===== src/rtl/baud_rate_detector.sv =====
// Auto-baud detector: times a 0x55 calibration character on RXD and derives the
// divisor for a 16x-oversampling baud generator (period = DIVISOR+1).
module baud_rate_detector #(
   parameter int CNT_W     = 24,
   parameter int TOL_SHIFT = 2
) (
   input  logic        CLK,
   input  logic        RST_N,
   input  logic        RXD,
   input  logic        START,
   output logic [15:0] DIVISOR_OUT,
   output logic        DONE,
   output logic        ERROR,
   output logic        BUSY
);

   typedef enum logic [1:0] {IDLE, ARMED, MEASURE, RESULT} state_t;

   localparam logic [CNT_W-1:0] MAX_CNT = '1;

   state_t            r_state, w_state_nxt;
   logic              r_sync1, r_rx_s, r_rx_d;
   logic [CNT_W-1:0]  r_t, r_seg, r_w0;
   logic [3:0]        r_ecnt;
   logic              r_err;
   logic [15:0]       r_div;
   logic              r_done, r_error;

   logic [CNT_W-1:0]  w_t_nxt, w_seg_nxt, w_w0_nxt;
   logic [3:0]        w_ecnt_nxt;
   logic              w_err_nxt;
   logic [15:0]       w_div_nxt;
   logic              w_done_nxt, w_error_nxt;

   logic              w_fall, w_rise, w_edge;
   logic [CNT_W-1:0]  w_t_inc, w_seg_inc, w_tol, w_lo;
   logic [CNT_W:0]    w_hi, w_sum, w_q;
   logic              w_seg_bad, w_q_bad;

   always_ff @(posedge CLK or negedge RST_N) begin
      if (!RST_N) begin
         r_sync1 <= 1'b1;
         r_rx_s  <= 1'b1;
         r_rx_d  <= 1'b1;
      end else begin
         r_sync1 <= RXD;
         r_rx_s  <= r_sync1;
         r_rx_d  <= r_rx_s;
      end
   end

   assign w_fall = !r_rx_s &&  r_rx_d;
   assign w_rise =  r_rx_s && !r_rx_d;
   assign w_edge = w_fall || w_rise;

   assign w_t_inc   = (r_t   == MAX_CNT) ? r_t   : r_t   + CNT_W'(1);
   assign w_seg_inc = (r_seg == MAX_CNT) ? r_seg : r_seg + CNT_W'(1);

   // Segment length includes the edge cycle, so every segment is measured alike.
   assign w_tol     = r_w0 >> TOL_SHIFT;
   assign w_lo      = r_w0 - w_tol;
   assign w_hi      = {1'b0, r_w0} + {1'b0, w_tol};
   assign w_seg_bad = (w_seg_inc < w_lo) || ({1'b0, w_seg_inc} > w_hi);

   // T spans 8 bit times = 128 sixteenth-bit units; round to nearest.
   assign w_sum   = {1'b0, r_t} + (CNT_W+1)'(64);
   assign w_q     = w_sum >> 7;
   assign w_q_bad = (w_q == '0) || (32'(w_q) > 32'd65536);

   always_comb begin
      w_state_nxt = r_state;
      w_t_nxt     = r_t;
      w_seg_nxt   = r_seg;
      w_w0_nxt    = r_w0;
      w_ecnt_nxt  = r_ecnt;
      w_err_nxt   = r_err;
      w_div_nxt   = r_div;
      w_done_nxt  = 1'b0;
      w_error_nxt = 1'b0;
      case (r_state)
         IDLE: begin
            if (START) begin
               w_state_nxt = ARMED;
               w_t_nxt     = '0;
               w_seg_nxt   = '0;
               w_ecnt_nxt  = '0;
               w_err_nxt   = 1'b0;
            end
         end
         ARMED: begin
            if (START || w_fall) begin
               w_state_nxt = START ? ARMED : MEASURE;
               w_t_nxt     = '0;
               w_seg_nxt   = '0;
               w_ecnt_nxt  = '0;
               w_err_nxt   = 1'b0;
            end
         end
         MEASURE: begin
            if (START) begin
               w_state_nxt = ARMED;
               w_t_nxt     = '0;
               w_seg_nxt   = '0;
               w_ecnt_nxt  = '0;
               w_err_nxt   = 1'b0;
            end else begin
               w_t_nxt   = w_t_inc;
               w_seg_nxt = w_seg_inc;
               if (w_edge) begin
                  w_ecnt_nxt = r_ecnt + 4'd1;
                  w_seg_nxt  = CNT_W'(1);
                  if (r_ecnt == 4'd0)
                     w_w0_nxt = w_seg_inc;
                  else if (w_seg_bad)
                     w_err_nxt = 1'b1;
                  if (r_ecnt == 4'd7)
                     w_state_nxt = RESULT;
               end
               if (w_t_inc == MAX_CNT) begin
                  w_state_nxt = RESULT;
                  w_err_nxt   = 1'b1;
               end
            end
         end
         RESULT: begin
            w_state_nxt = IDLE;
            if (r_err || w_q_bad) begin
               w_error_nxt = 1'b1;
            end else begin
               w_done_nxt = 1'b1;
               w_div_nxt  = 16'(w_q - (CNT_W+1)'(1));
            end
         end
         default: w_state_nxt = IDLE;
      endcase
   end

   always_ff @(posedge CLK or negedge RST_N) begin
      if (!RST_N) begin
         r_state <= IDLE;
         r_t     <= '0;
         r_seg   <= '0;
         r_w0    <= '0;
         r_ecnt  <= '0;
         r_err   <= 1'b0;
         r_div   <= 16'h0000;
         r_done  <= 1'b0;
         r_error <= 1'b0;
      end else begin
         r_state <= w_state_nxt;
         r_t     <= w_t_nxt;
         r_seg   <= w_seg_nxt;
         r_w0    <= w_w0_nxt;
         r_ecnt  <= w_ecnt_nxt;
         r_err   <= w_err_nxt;
         r_div   <= w_div_nxt;
         r_done  <= w_done_nxt;
         r_error <= w_error_nxt;
      end
   end

   assign DIVISOR_OUT = r_div;
   assign DONE        = r_done;
   assign ERROR       = r_error;
   assign BUSY        = (r_state != IDLE);

endmodule


===== config.mk =====
export PLATFORM = sky130hd
export DESIGN_NAME = baud_rate_detector
export DESIGN_NICKNAME = d
export VERILOG_FILES = /design/src/rtl/baud_rate_detector.sv
export SDC_FILE = /design/constraint.sdc
export NUM_CORES = 1
export LEC_CHECK = 0
export BUFFER_PORTS_ARGS = -buffer_cell sky130_fd_sc_hd__buf_4
export CORE_ASPECT_RATIO = 0.9
export CORE_UTILIZATION = 46
export DETAILED_ROUTE_END_ITERATION = 10
export SETUP_SLACK_MARGIN = 0.1
export SLEW_MARGIN = 15
export SYNTH_ARGS = -nofsm -noshare
export SYNTH_HDL_FRONTEND = slang
export SYNTH_SLANG_ARGS = --single-unit
export TNS_END_PERCENT = 1

===== constraint.sdc =====
create_clock -name CLK -period 9.8 [get_ports CLK]
set_input_delay 0.98 -clock CLK [delete_from_list [all_inputs] [get_ports CLK]]
set_output_delay 0.98 -clock CLK [all_outputs]
set_load 0.1 [all_outputs]

==> out/qor.yml, run 1 <==
layout_setup_ws_ns: 5.25
via_per_inst: 5.93
path_clk_slew_ns: 0.08
finalHoldViolCount: 0
io_buffers: 22
finalMaxSlewViolations: 0
drt-total-wl_um: 23600
synth-seq-area-share_pct: 27.4
postCtsHoldBufs: 0
worstPathRequired_ns: 10.04
syn_area_per_cell_um2: 8.30
drtAntennaViolNets: 0
htree_levels: 3
wl_per_cell_um: 17.6
syn_to_final_growth_pct: 5.74
drcViolationCount: 0
initialDrtViolationCount: 711
ys_warn_count: 0
ios: 23
n_fill_cell: 1930
yosys_register_bits: 100
finish.utilization_pct: 49.9
die_x_um: 151
finalNetCount: 1189
final_cell_mix: "nand2_1 (102), ha_1 (98), dfrtp_1 (97), o21ai_0 (89), a21oi_1 (88)"
power_density_mw_per_mm2: 238
fmax_mhz: 220
arrival_ns: 4.79
numCtsBuffers: 9
critPathSlowestCell: "or4_1"
crit_type: "register to register"
power.total_mw: 2.30
dr_total_vias: 7951
grt_setup_unrepaired: "false"
finalClockSkew_ns: 0.0117
hold_ws_ns: 0.361
tns_ns: 0
cp_max_fo: 9
finalCritPeriodShare_pct: 46.4
cts.path.max_buffers: 2
syn-instance-count: 1101
outcome: "completed"
start_util_pct: 47.2
clkSinkCount: 100
cp-end-kind: "register"
antenna_found_initial: 0
pre_cts_ws_ns: 5.41
ys.flop_type: "dfrtp_1"
diodes: 0
drive_gt1_share_pct: 7.61
cts_tree: "built"
place_congestion: 0.916
die_y_um: 136
synth_edf_count: 0
holdCritPathClass: "register to register"
cts_resized: 0
post_cts_buffers: 0
yosysUniqueCellTypes: 77
p_leak_nw: 4.25
worstSetupStartpointType: "register"
hpwl_um: 17700
crit_path_cell_trace: "inv_1, ha_1, nor3b_1, nor3_1, o41ai_1, or4_1, a21boi_0, o31ai_1, a21oi_1, xnor2_1, ha_1, nand2_1, o21ai_0, a2111oi_0, o31ai_1, nand3_1, a31oi_1"
grt_pass1_wl_um: 38400
syn_area_mm2: 0.00913
dieArea_mm2: 0.0204
cp_num_buf_inv: 1
clockRootBuffer: "clkbuf_16"
final_common_cell: "nand2_1"
path_delay_family: "compound AO/OA/AOI/OAI gates"
synth-async-reset-ratio_pct: 100
drt-pass1-iter-count: 5
ir_drop_uv: 140
clkLatencyLatePin_ns: 0.37
min_period_ns: 4.55
coreArea_mm2: 0.0193
overflow: 0
final-setup-viol-count: 0
grt_usage_pct: 24.1
grt_max_degree: 70
std_cell_rows: 48
max-cap-violations: 0
relSlewSlack_pct: 32.0
grt_pass1_vias: 7150
tightest_slew_ns: 1.02
synth_nets: 1205
critPathMaxStageDelay_ns: 0.53
[registers in the layout, indices dropped and copies added (netlist names), 2 cells and up]
register,cells
DIVISOR_OUT,16
r_w0,24
r_state,2
r_ecnt,4
r_t,24
r_seg,24
[report_power, final]
group	switching, mW	internal (mW)	total [mW]
logic	0.896	0.501	1.40
registers	0.0584	0.475	0.533
clock network	0.188	0.183	0.370
[worst reg2reg max path: stages, from the launching register on]
cell	delay, ns
dfrtp_1	0.42
inv_1	0.07
ha_1	0.45
nor3b_1	0.10
nor3_1	0.46
o41ai_1	0.19
or4_1	0.53
a21boi_0	0.49
o31ai_1	0.20
a21oi_1	0.22
xnor2_1	0.14
ha_1	0.26
nand2_1	0.06
o21ai_0	0.11
a2111oi_0	0.45
o31ai_1	0.13
nand3_1	0.08
a31oi_1	0.08
[through the flow]
step,std cells,area (µm²)
floorplan,1101,9130
global placement,1324,9360
detailed placement,1324,9360
CTS,1340,9660
global route,1340,9660
finish,1340,9660
[cell families after synthesis]
kind of cell             after synthesis  share of synthesized area (%)
AND/OR/NAND/NOR                      356                           19.3
AO/OA/AOI/OAI                        313                           21.6
buffers and inverters                116                           5.84
adder cells (fa/ha/maj)              100                           13.9
flip-flops                           100                           27.4
XOR/XNOR                              96                           9.21
multiplexers                          20                           2.73
[metal layers]
layer / global-route usage, % / wire [µm] / share of wire (%)
met5: 0 / 0 / 0
met4: 5.11 / 267 / 1.1
met3: 3.60 / 1290 / 5.5
met2: 34.3 / 9900 / 42
met1: 37.5 / 12200 / 52
[Yosys cell counts (8+ instances only)]
cell        n  share of area (%)
a211oi_1   11               0.90
a21o_1     11               0.90
a21oi_1    88                4.8
a31oi_1    14               0.96
and3_1     15                1.0
clkbuf_1   41                1.7
dfrtp_1    97                 27
ha_1       98                 13
inv_1      60                2.5
mux2_2     11                1.4
nand2_1   102                4.2
nand2b_1    8               0.55
nand3_1    26                1.4
nand4_1    28                1.9
nor2_1     80                3.3
nor2b_1    10               0.68
nor3_1     24                1.3
nor4_1     13               0.89
o21a_1      9               0.74
o21ai_0    90                4.9
o21bai_1   11               0.90
o31ai_1    24                2.0
or2_2       8               0.55
or3_1      10               0.68
xnor2_1    68                6.5
xor2_1     28                2.7
[final cells by class]
| class | count | area (µm²) | area share [%] |
|---|---|---|---|
| multi-input combinational | 885 | 6090 | 63.1 |
| sequential | 100 | 2510 | 25.9 |
| tap | 250 | 313 | 3.24 |
| clock buffer | 9 | 225 | 2.33 |
| inverter | 60 | 225 | 2.33 |
| timing repair buffer | 29 | 218 | 2.25 |
| clock inverter | 7 | 76.3 | 0.790 |
[final timing paths]
check                      slack [ns]  depth (start not counted)               endpoint                start
setup / recovery                 5.25                         17      r_err$_DFFE_PN0P_  r_w0[4]$_DFFE_PN0P_
hold / removal                   0.36                          0       r_rx_s$_DFF_PN1_    r_sync1$_DFF_PN1_
setup reg to reg                 5.25                         17      r_err$_DFFE_PN0P_  r_w0[4]$_DFFE_PN0P_
hold reg to reg                  0.36                          0       r_rx_s$_DFF_PN1_    r_sync1$_DFF_PN1_
max in group asynchronous        8.00                          2  r_seg[11]$_DFFE_PN0P_                RST_N
min in group asynchronous        0.54                          1         DONE$_DFF_PN0_                RST_N
Power figures use the tool's default switching activity.
==> run 2, diff against run 1 <==
==> constraint.sdc (replaced) <==
create_clock -name CLK -period 3.95 [get_ports CLK]
set_input_delay 0.395 -clock CLK [delete_from_list [all_inputs] [get_ports CLK]]
set_output_delay 0.395 -clock CLK [all_outputs]
set_load 0.1 [all_outputs]
==> run 2 against run 1 <==
Against the previous run:
- non-clock buffer count is 63 higher
- design area is 7.6% higher
- clock power is 150% higher
- hold slack worse by 0.29 ns
- via count is 3.6% higher
- power grew to 2.7 times the previous value
- largest cell class unchanged
==> out/qor.yml, run 2 (same netlist as run 1, synthesis figures left out) <==
outcome: "completed"
final_cell_mix: "nand2_1 (102), dfrtp_1 (93), ha_1 (92), buf_4 (90), a21oi_1 (86)"
arrival_ns: 4.18  # -0.61 ns
holdCritPathClass: "input port to asynchronous set/reset pin"
min_period_ns: 3.91  # -0.640 ns
numCtsBuffers: 9  # unchanged
power_density_mw_per_mm2: 597  # +150%
syn_to_final_growth_pct: 13.8
worstSetupStartpoint: "r_w0[1]$_DFFE_PN0P_"
reg_top3: "r_seg x24, r_t x24, r_w0 x24"
finalHoldViolCount: 0  # unchanged
worstPathRequired_ns: 4.23  # -5.81 ns
place_congestion: 0.902  # -1.5%
multi_input_area_mm2: 0.00633  # +3.9%
grt_max_degree: 53  # -24%
cp_max_fo: 4  # -5
finalCritPeriodShare_pct: 99.0  # +53 points
io_buffers: 22  # unchanged
drt-total-wl_um: 24700  # +4.3%
hpwl_um: 18700  # +5.7%
grt_pass1_vias: 7580  # +6.0%
finalClockSkew_ns: 0.0125  # +0.000767 ns
clkLatencyLatePin_ns: 0.36  # about the same
final-setup-viol-count: 0  # unchanged
initialDrtViolationCount: 553  # -22%
reg2reg_slack_ns: 0.04  # -5.21 ns
grt_setup_unrepaired: "true"
ios: 23  # unchanged
fmax_mhz: 256  # +16%
cts_tree: "built"
grt_pass1_wl_um: 39900  # +4.0%
coreArea_mm2: 0.0193  # unchanged
pre_cts_ws_ns: -0.103  # -5.51 ns
n_fill_cell: 1887  # -2.2%
r2r_start: "r_w0[1]$_DFFE_PN0P_"
postPlaceCellArea_mm2: 0.00978  # +4.5%
cts.path.max_buffers: 2  # unchanged
max-cap-violations: 0  # unchanged
hold_ws_ns: 0.0699  # -0.291 ns
ff_latch_area_mm2: 0.00251  # +0.20%
p_leak_nw: 4.60  # +8.3%
finalNetCount: 1252  # +5.3%
via_per_inst: 5.87  # -1.0%
layout_setup_ws_ns: 0.0409  # -5.21 ns
die_y_um: 136  # unchanged
finalMaxSlewViolations: 0  # unchanged
tightest_slew_ns: 1.01  # -0.00727 ns
die_x_um: 151  # unchanged
finish.utilization_pct: 53.8  # +3.8 points
postCtsHoldBufs: 0  # unchanged
start_util_pct: 47.2  # unchanged
relSlewSlack_pct: 32.5  # +0.49 points
fin_area_mm2: 0.0104  # +7.6%
grt_usage_pct: 25.1  # +1.1 points
final_common_cell: "nand2_1"
drcViolationCount: 0  # unchanged
ir_drop_uv: 362  # +160%
drive_gt1_share_pct: 15.9  # +8.3 points
cp-end-kind: "register"
diodes: 0  # unchanged
worstSetupStartpointType: "register"
drtAntennaViolNets: 0  # unchanged
overflow: 0  # unchanged
crit_type: "register to register"
htree_levels: 3  # unchanged
path_clk_slew_ns: 0.08  # about the same
dieArea_mm2: 0.0204  # unchanged
drt-pass1-iter-count: 5  # unchanged
dr_total_vias: 8238  # +3.6%
std_cell_rows: 48  # unchanged
power.total_mw: 6.20  # +170%
clkSinkCount: 100  # unchanged
clockRootBuffer: "clkbuf_16"
wl_per_cell_um: 17.6  # -0.36%
antenna_found_initial: 0  # unchanged
[run 2: changes by cell type in the layout (fill, tap and decap cells not counted), sizes merged]
cell	previous run	this run
buf	29	92
clkinvlp	0	1
inv	65	63
clkinv	2	3
[run 2: worst paths after layout]
path / endpoint / depth (start not counted)
worst max-delay path: r_err$_DFFE_PN0P_ / 18
worst min-delay path: DIVISOR_OUT[1]$_DFFE_PN0P_ / 1
worst max register to register: r_err$_DFFE_PN0P_ / 18
worst min register to register: r_rx_s$_DFF_PN1_ / 0
max in group asynchronous: r_sync1$_DFF_PN1_ / 2
min in group CLK: r_sync1$_DFF_PN1_ / 1
[run 2: worst max-delay path: stages (launching register included)]
cell and delay (ns):
dfrtp_2 0.45, ha_1 0.31, nor3b_1 0.07, nor3_2 0.17, buf_4 0.15, o41ai_4 0.06
or4_4 0.58, a21oi_4 0.19, o21bai_1 0.09, a21oi_1 0.16, xnor2_1 0.09, ha_1 0.28
nand4_1 0.15, nor4_2 0.35, buf_4 0.17, a2111oi_2 0.06, o31ai_1 0.21, nand3_1 0.10
a31oi_1 0.18
[run 2: report_power, final]
part           internal, mW  switching (mW)
combinational          1.56            2.42
clock                 0.445           0.463
sequential             1.18           0.137
total                  3.18            3.02
[run 2: cell type report]
class	instances	share of cell area (%)
clock inverter	7	0.674
inverter	60	2.17
tap	250	3.01
clock buffer	9	2.17
sequential	100	24.2
timing repair buffer	92	6.88
multi-input combinational	885	60.9
[run 2: stage by stage]
stage / setup TNS (ns) / std cells
3_5_place_dp: -0.103 / 1378
6_report: 0 / 1403
3_3_place_gp: -0.0363 / 1378
5_1_grt: -0.202 / 1403
2_1_floorplan: 0 / 1101
4_1_cts: 0 / 1397
[run 2: timing repair]
action                     CTS  global route
resized for setup           15            36
buffers inserted             3             6
setup endpoints to repair    1             2
pin swaps                    4            21
[run 2: routing by layer]
| layer | track usage, % | wire length (µm) | part of all wire, % | up-vias |
|---|---|---|---|---|
| met3 | 2.93 | 1270 | 5.1 | 20 |
| met2 | 36.9 | 10600 | 43 | 229 |
| met4 | 4.94 | 259 | 1.1 | 0 |
| met5 | 0 | 0 | 0 | - |
| met1 | 39.0 | 12600 | 51 | 3910 |
| li1 | - | - | - | 4079 |
==> run 3, diff against run 2 <==
--- a/config.mk
+++ b/config.mk
@@ -5,8 +5,10 @@
 export SDC_FILE = /design/constraint.sdc
 export NUM_CORES = 1
 export LEC_CHECK = 0
+export ABC_AREA = 1
 export BUFFER_PORTS_ARGS = -buffer_cell sky130_fd_sc_hd__buf_4
 export CORE_ASPECT_RATIO = 0.9
+export CORE_MARGIN = 3
 export CORE_UTILIZATION = 46
 export DETAILED_ROUTE_END_ITERATION = 10
 export SETUP_SLACK_MARGIN = 0.1
==> run 3 against run 2 <==
Against the previous run:
- area after synthesis grew 4.9%
- design area grew 7.2%
- routed wire length grew 16%
==> out/qor.yml, run 3 <==
drt-total-wl_um: 28700  # +16%
synth_edf_count: 0  # unchanged
grt_pass1_wl_um: 45000  # +13%
tightest_slew_ns: 0.807  # -0.203 ns
reg2reg_depth: 24  # +6
yosys-top-cells-count: "nand2_1 (337), inv_1 (196), nor2_1 (128)"
synth-seq-area-share_pct: 26.2  # -1.3 points
finish.utilization_pct: 55.1  # +1.3 points
hpwl_um: 22500  # +21%
clkLatencyLatePin_ns: 0.36  # about the same
start_util_pct: 47.3  # +0.11 points
yosysUniqueCellTypes: 51  # -34%
switchingPower_mw: 3.09  # +2.5%
synth_top_cell_by_area: "dfrtp_1"
finalHoldViolCount: 0  # unchanged
min_period_ns: 3.71  # -0.200 ns
p_sw_share_pct: 50.6  # +2.0 points
final-setup-viol-count: 0  # unchanged
grt_setup_unrepaired: "true"
path_clk_slew_ns: 0.08  # about the same
place_congestion: 0.948  # +5.1%
clockRootBuffer: "clkbuf_16"
p_int_mw: 3.01  # -5.4%
htree_levels: 3  # unchanged
diodes: 0  # unchanged
via_per_inst: 5.30  # -9.7%
grt_usage_pct: 25.3  # +0.16 points
dr_total_vias: 9184  # +11%
overflow: 0  # unchanged
synth_nets: 1496  # +24%
die_x_um: 158  # +5.0%
layout.cells.non_filler: 1732  # +23%
cp_max_fo: 4  # unchanged
relSlewSlack_pct: 46.2  # +14 points
syn-instance-count: 1392  # +26%
yosys_register_bits: 100  # unchanged
worstPathRequired_ns: 4.20  # -0.03 ns
reg_top3: "r_seg x24, r_t x24, r_w0 x24"
std_cell_rows: 49  # +2.1%
finalClockSkew_ns: 0.00872  # -0.00375 ns
drt-pass1-iter-count: 5  # unchanged
synth-async-reset-ratio_pct: 100  # unchanged
synth_area_leaders: "dfrtp_1 (25%), nand2_1 (13%), ha_1 (13%), xor2_1 (8.0%), inv_1 (7.7%)"
grt_max_degree: 60  # +13%
ys.flop_type: "dfrtp_1"
power.total_mw: 6.10  # -1.6%
die_y_um: 143  # +5.3%
coreArea_mm2: 0.0202  # +4.6%
outcome: "completed"
tns_ns: 0  # unchanged
syn_area_per_cell_um2: 6.88  # -17%
finalMaxSlewViolations: 0  # unchanged
fmax_mhz: 270  # +5.4%
power_density_mw_per_mm2: 548  # -8.2%
p_clk_share_pct: 14.7  # about the same
grt_pass1_vias: 8392  # +11%
cts_tree: "built"
initialDrtViolationCount: 692  # +25%
antenna_found_initial: 0  # unchanged
cp-end-kind: "register"
syn_to_final_growth_pct: 16.3
p_comb_share_pct: 64.8  # +0.7 points
dieArea_mm2: 0.0226  # +11%
final_cell_mix: "nand2_1 (332), inv_1 (193), nor2_1 (121), buf_4 (99), dfrtp_1 (94)"
yosysMostFrequentCell: "nand2_1"
numCtsBuffers: 9  # unchanged
worstSetupStartpointType: "register"
clkSinkCount: 100  # unchanged
place_inst: 1695  # +23%
max-cap-violations: 0  # unchanged
arrival_ns: 3.95  # -0.23 ns
ys_warn_count: 0  # unchanged
p_leak_nw: 5.52  # +20%
io_buffers: 22  # unchanged
drcViolationCount: 0  # unchanged
hold_ws_ns: 0.127  # +0.0575 ns
seqPwrFrac_pct: 20.5  # -0.7 points
crit_type: "register to register"
ios: 23  # unchanged
finalCritPeriodShare_pct: 93.9  # -5.1 points
final_common_cell: "nand2_1"
holdCritPathClass: "input port to asynchronous set/reset pin"
ir_drop_uv: 487  # +35%
drtAntennaViolNets: 0  # unchanged
yosysTopAreaCellShare_pct: 25.3  # -1.2 points
finalNetCount: 1576  # +26%
cts.path.max_buffers: 2  # unchanged
syn_area_mm2: 0.00958  # +4.9%
drive_gt1_share_pct: 15.4  # -0.43 points
wl_per_cell_um: 16.5  # -5.9%
==> run 3: cell types whose count changed after synthesis, moves of 38 or more <==
| cell | previous run | this run |
|---|---|---|
| nand2_1 | 102 | 337 |
| inv_1 | 60 | 196 |
| xnor2_1 | 68 | 6 |
| xor2_1 | 28 | 88 |
| nor2_1 | 80 | 128 |
| nand3_1 | 26 | 64 |
==> run 3: power groups by stage <==
stage	clock, mW	combinational (mW)	sequential [mW]
2_1_floorplan	0	2.38	1.27
3_3_place_gp	0	3.47	1.27
3_5_place_dp	0	3.49	1.27
4_1_cts	0.928	3.52	1.25
5_1_grt	0.967	4.38	1.27
6_report	0.899	3.95	1.25
==> run 3: stage by stage <==
| stage | instance area [µm²] | setup slack [ns] |
|---|---|---|
| 2_1_floorplan | 9580 | 0.367 |
| 3_3_place_gp | 10300 | 0.157 |
| 5_1_grt | 11100 | 0.00178 |
| 4_1_cts | 10600 | 0.119 |
| 6_report | 11100 | 0.241 |
| 3_5_place_dp | 10300 | 0.00787 |
==> run 3: metal layers <==
metal	vias to the layer above	global-route usage, %	part of all wire, %
li1	4687	-	-
met1	4268	40.6	52
met2	209	35.3	41
met3	20	4.88	6.3
met4	0	3.94	0.92
met5	-	0	0
==> run 3: final cells by class <==
type	instances	area (µm²)
sequential	100	2510
clock buffer	10	229
timing repair buffer	100	754
inverter	201	756
tap	255	319
multi-input combinational	1060	6520
clock inverter	6	57.6
fill	2033	9090
==> run 3: final timing paths <==
path                                            from  slack [ns]                           to
worst max-delay path            r_seg[1]$_DFFE_PN0P_        0.24            r_err$_DFFE_PN0P_
worst min-delay path                           RST_N        0.13  DIVISOR_OUT[11]$_DFFE_PN0P_
worst max register to register  r_seg[1]$_DFFE_PN0P_        0.24            r_err$_DFFE_PN0P_
worst min register to register     r_sync1$_DFF_PN1_        0.36             r_rx_s$_DFF_PN1_
max in group asynchronous                      RST_N        2.97         r_seg[7]$_DFFE_PN0P_
min in group CLK                                 RXD        0.14            r_sync1$_DFF_PN1_
==> run 3: what timing repair did <==
| item | 4_1_cts | 5_1_grt |
|---|---|---|
| hold buffers | 0 | 0 |
| pin swaps | 0 | 30 |
| setup endpoints to repair | 1 | 1 |
| gates resized for setup | 5 | 79 |
| buffers inserted | 1 | 20 |
==> run 3: cells by family (layout without fill, tap and decap cells) <==
family                   count (synthesis)  count (layout)  synth area share [%]
AND/OR/NAND/NOR                        635             635                  28.8
buffers and inverters                  232             317                  9.41
AO/OA/AOI/OAI                          228             228                  13.3
adder cells (fa/ha/maj)                100             100                  13.2
flip-flops                             100             100                  26.2
XOR/XNOR                                97              97                  9.11
==> run 3: worst max-delay path: stages, from the launching register on <==
cell	delay (ns)
dfrtp_1	0.39
ha_2	0.19
nand2_1	0.06
nor2_2	0.18
nand3_2	0.14
nor3_2	0.14
buf_4	0.15
nand3b_1	0.25
inv_1	0.15
nor2_1	0.07
nand2_2	0.09
buf_4	0.13
nor3_2	0.04
xor2_1	0.18
ha_1	0.30
nand2_1	0.13
buf_4	0.16
nor4_1	0.29
nand4_1	0.12
nand2_1	0.09
nand2_1	0.07
nand2_1	0.06
nand2_1	0.07
nand3_1	0.08
nand2_1	0.07
